## src/rtl/mux_41_if.sv

```systemverilog
// Bus bundle for mux_41: four data inputs, selector and capture strobe in, registered result out.
// z_comb exists only when MUX41_COMB_OUT_EN is defined.
interface mux_41_if #(
   parameter int WIDTH = 4
);
   logic [WIDTH-1:0] i1;
   logic [WIDTH-1:0] i2;
   logic [WIDTH-1:0] i3;
   logic [WIDTH-1:0] i4;
   logic [1:0]       sel;
   logic             in_valid;
   logic [WIDTH-1:0] z;
   logic [1:0]       sel_q;
   logic             out_valid;
`ifdef MUX41_COMB_OUT_EN
   logic [WIDTH-1:0] z_comb;

   modport master (
      output i1, i2, i3, i4, sel, in_valid,
      input  z, sel_q, out_valid, z_comb
   );

   modport slave (
      input  i1, i2, i3, i4, sel, in_valid,
      output z, sel_q, out_valid, z_comb
   );
`else
   modport master (
      output i1, i2, i3, i4, sel, in_valid,
      input  z, sel_q, out_valid
   );

   modport slave (
      input  i1, i2, i3, i4, sel, in_valid,
      output z, sel_q, out_valid
   );
`endif
endinterface

```

## src/rtl/mux_41.sv

```systemverilog
// Purpose: registered 4:1 mux of WIDTH-bit buses; MUX41_COMB_OUT_EN adds a combinational z_comb tap.
// Latency: 1 clock from in_valid to z/sel_q/out_valid; one result per cycle when in_valid is held high.
// Backpressure: none; every in_valid beat is captured, and z/sel_q hold between beats.
module mux_41 #(
   parameter int WIDTH = 4
) (
   input  logic      clk,
   input  logic      rst,
   mux_41_if.slave   bus
);

   logic [WIDTH-1:0] sel_dat;

   always_comb begin
      sel_dat = bus.i1;
      case (bus.sel)
         2'b00:   sel_dat = bus.i1;
         2'b01:   sel_dat = bus.i2;
         2'b10:   sel_dat = bus.i3;
         default: sel_dat = bus.i4;
      endcase
   end

   // Reset wins over a same-cycle capture, so that beat is dropped.
   always_ff @(posedge clk) begin
      if (rst) begin
         bus.z         <= '0;
         bus.sel_q     <= 2'b00;
         bus.out_valid <= 1'b0;
      end else begin
         bus.out_valid <= bus.in_valid;
         if (bus.in_valid) begin
            bus.z     <= sel_dat;
            bus.sel_q <= bus.sel;
         end
      end
   end

`ifdef MUX41_COMB_OUT_EN
   assign bus.z_comb = sel_dat;
`endif

endmodule

```

## src/flat_wrapper.sv

```systemverilog
// flat-port wrapper written by rule: the top's interface ports become plain ports
module mux_41_flat 
#(
   parameter int WIDTH = 4
)
  (clk, rst, bus_i1, bus_i2, bus_i3, bus_i4, bus_sel, bus_in_valid, bus_z, bus_sel_q, bus_out_valid);
  mux_41_if #(.WIDTH(WIDTH)) bus_i ();
  input  logic clk;
  input  logic rst;
  input wire logic [$bits(bus_i.i1)-1:0] bus_i1;
  input wire logic [$bits(bus_i.i2)-1:0] bus_i2;
  input wire logic [$bits(bus_i.i3)-1:0] bus_i3;
  input wire logic [$bits(bus_i.i4)-1:0] bus_i4;
  input wire logic [$bits(bus_i.sel)-1:0] bus_sel;
  input wire logic [$bits(bus_i.in_valid)-1:0] bus_in_valid;
  output wire logic [$bits(bus_i.z)-1:0] bus_z;
  output wire logic [$bits(bus_i.sel_q)-1:0] bus_sel_q;
  output wire logic [$bits(bus_i.out_valid)-1:0] bus_out_valid;
  assign bus_i.i1 = bus_i1;
  assign bus_i.i2 = bus_i2;
  assign bus_i.i3 = bus_i3;
  assign bus_i.i4 = bus_i4;
  assign bus_i.sel = bus_sel;
  assign bus_i.in_valid = bus_in_valid;
  assign bus_z = bus_i.z;
  assign bus_sel_q = bus_i.sel_q;
  assign bus_out_valid = bus_i.out_valid;
  mux_41 #(.WIDTH(WIDTH)) u_core (.clk(clk), .rst(rst), .bus(bus_i));
endmodule
```

## config.mk

```make
export PLATFORM = sky130hd
export DESIGN_NAME = mux_41_flat
export DESIGN_NICKNAME = d
export VERILOG_FILES = /design/src/rtl/mux_41_if.sv /design/src/rtl/mux_41.sv /design/src/flat_wrapper.sv
export SDC_FILE = /design/constraint.sdc
export NUM_CORES = 1
export LEC_CHECK = 0
export BUFFER_PORTS_ARGS = -buffer_cell sky130_fd_sc_hd__buf_2
export CORE_AREA = 2 2 39 41
export CTS_BUF_LIST = sky130_fd_sc_hd__clkbuf_8
export CTS_CLUSTER_DIAMETER = 50
export DETAILED_ROUTE_END_ITERATION = 7
export DIE_AREA = 0 0 41 43
export PLACE_DENSITY = 0.68
export SLEW_MARGIN = 20
export SYNTH_ARGS = -nofsm -noshare
export SYNTH_HDL_FRONTEND = slang
export SYNTH_SLANG_ARGS = --single-unit
```

## constraint.sdc

```tcl
create_clock -name clk -period 1.14 [get_ports clk]
set_input_delay 0.057 -clock clk [delete_from_list [all_inputs] [get_ports clk]]
set_output_delay 0.057 -clock clk [all_outputs]
set_load 0.05 [all_outputs]
```

==> implementation parameters <==
Parameter                              Value

Status
  Status    finished, final reports clean

STA
  Number of setup violations in the final report    0
  Final Hold Vio Count    0
  Post-route clock skew    0 ns
  RSZ-0062 raised after global routing    no
  Min Hold Slack    around 0.098 ns
  Slew margin rel.    82.9%
  Final-layout setup total negative slack    0 ns
  Measured slew at the worst slew-check pin    approximately 0.26 ns
  Slew Limit Fails    0
  Min Clock Period, post-route    0.933 ns
  Final period utilization    between 80% and 90%
  Highest clock rate    ~1100 MHz

Floorplan
  Ports    28
  Chip width    41 um
  Vertical die dimension    around 43 um
  Initial standard-cell utilization of the core    26.1%
  Total die area    0.00176 mm2
  Site Rows    14
  Core region area    0.00138 mm2

Pwr
  Peak ir drop on the vdd network    0.000524 V
  Total Power Consumption    0.781 mW
  PwrDens    between 1000 and 1500 mW/mm2
  Leak Pwr    between 0.2 and 0.3 nW

Clock network
  Depth of the CTS H-tree    1
  Buffer cell driving the clock tree root    clkbuf_8
  Post_cts resized    0
  Clock tree from TritonCTS    built
  Clock-pin slew of the registers on the worst-case setup and hold paths    approximately 0.04 ns
  Number of buffers created by CTS    3
  Setup bufs post-CTS    0
  Insertion delay of the later-clocked pin in the worst-skew pair    ~0.22 ns
  Hold-fix buffers, CTS    0
  Buffer depth of the longest clock path    2
  Clock sink count    7

GRT
  Overflow after GRT    0
  Vias in the first global route    366
  First-pass GRT wire length    1470 um
  Initial antenna violation count    0
  Tot GR Track Use    12.3%
  Maximum number of pins on one net before global-route repair    10

Logic synthesis
  Mapped cell area    362 um2
  Async set-or-reset flop fraction in the synthesized netlist    0%
  Main flop type after synthesis    dfxtp_1
  Top cell types by occurrence after synthesis    10 x mux2i_1, 7 x dfxtp_1, 4 x or3b_2
  Number of enable-type register cells in the synthesized netlist    0
  Cell types with the largest area share after synthesis    dfxtp_1 39%, mux2i_1 28%, or3b_2 9.7%
  Mapped Avg Cell Area    between 10 and 15 um2
  Number of different library cells in the post-synthesis netlist    11
  Sequential area share after synthesis    between 30% and 40%
  Yosys top cell by area    dfxtp_1
  Most used standard cell by instance count after synthesis    mux2i_1
  Net count of the mapped netlist    53
  Count of synthesis-stage warnings from yosys    0
  Fraction of synthesized cell area taken by the top area cell type    38.8%
  Number of synthesized register bits    7
  Number of standard cells after synthesis    32

Cells and area
  Layout Nets    83
  Antenna diodes    0
  Layout area overhead    53.3%
  Share of cells above drive strength 1    65.6%

Routing
  Final ANT Viol Nets    0
  Wire length after detailed routing    906 um
  First-pass iteration count of the detailed router    3
  Iteration-0 DRC Markers    2
  Vias    roughly 360
  DRC    0
  Ratio of routed vias to standard cells    between 4 and 5
  Average wire length per cell after detail routing    11.8 um

Worst setup path
  Type of origin of the critical path    register
  Critical path class    register to register
  Critical path data arrival time    1.07 ns
  Biggest fanout along the worst timing path    2
  Critical path endpoint category    register
  Worst setup slack for register-to-register paths    0.21 ns
  Required time at the worst-slack endpoint    1.28 ns

Placed design
  Port Buffer Count    27
  Total half-perimeter wirelength after legalization and detailed placement    approximately 700 um
  Last weighted congestion value of the routability-driven placer    between 0.6 and 0.7

Hold path
  Path class of the lowest-slack min-delay path    input port to register

Run
  Max-cap violations    0
[where the power goes]
group          switching [mW]  total [mW]  internal [mW]
clock network           0.103       0.335          0.232
logic                   0.106       0.173         0.0673
registers             0.00709       0.273          0.265
total                   0.216       0.781          0.565
[cells in the final DEF, fill, tap and decap left out]
master,count
nand3b_1,1
nor2b_1,1
dfxtp_2,4
clkbuf_8,3
o221ai_2,1
or3b_4,1
buf_2,27
dfxtp_1,3
or3b_2,4
inv_1,1
mux2i_1,10
o221ai_1,3
nor2_1,2
[worst paths after layout]
| check | start | to | cells after the start |
|---|---|---|---|
| max | u_core.bus.z[2]$_SDFFE_PP0P_ | u_core.bus.z[2]$_SDFFE_PP0P_ | 2 |
| max reg2reg | u_core.bus.z[2]$_SDFFE_PP0P_ | u_core.bus.z[2]$_SDFFE_PP0P_ | 2 |
| min | rst | u_core.bus.out_valid$_SDFF_PP0_ | 2 |
| min reg2reg | u_core.bus.sel_q[0]$_SDFFE_PP0P_ | u_core.bus.sel_q[0]$_SDFFE_PP0P_ | 2 |
[per-stage QoR]
step / std cells / cell area [um2] / util [%] / worst slack, ns
after floorplan: 32 / 367 / - / 0.0553
after global placement: 73 / 509 / 36.8 / 0.241
after detailed placement: 73 / 509 / 36.8 / 0.231
after CTS: 77 / 554 / 40.1 / 0.204
after global routing: 77 / 554 / 40.1 / 0.164
final: 77 / 554 / 40.1 / 0.207
[worst max-delay path, cell delays in order (launching register included)]
cell	delay, ns
dfxtp_2	0.32
or3b_2	0.45
o221ai_1	0.08
[registers in the layout, indices dropped and copies added (netlist names)]
name                  count
u_core.bus.out_valid      1
u_core.bus.sel_q          2
u_core.bus.z              4
[area by class of cell]
class	instances	area (um2)
Clock buffer	3	41.3
Clock inverter	1	3.75
Fill cell	151	830
Multi-Input combinational cell	23	209
Sequential cell	7	145
Tap cell	16	20.0
Timing Repair Buffer	27	135
[cells by family after synthesis]
group,Yosys count,share of synthesized area (%)
AO/OA/AOI/OAI,4,11.4
flip-flops,7,38.8
buffers and inverters,2,3.46
AND/OR/NAND/NOR,9,18.7
multiplexers,10,27.7
[per-layer routing]
metal	part of all wire, %	wire length [um]	GRT usage, %
met2	51	461	19.4
met1	39	356	14.0
met3	9.6	87	4.19
met4	0	0	6.00
met5	0	0	0
Note: power is estimated with default switching activity, not from simulation.
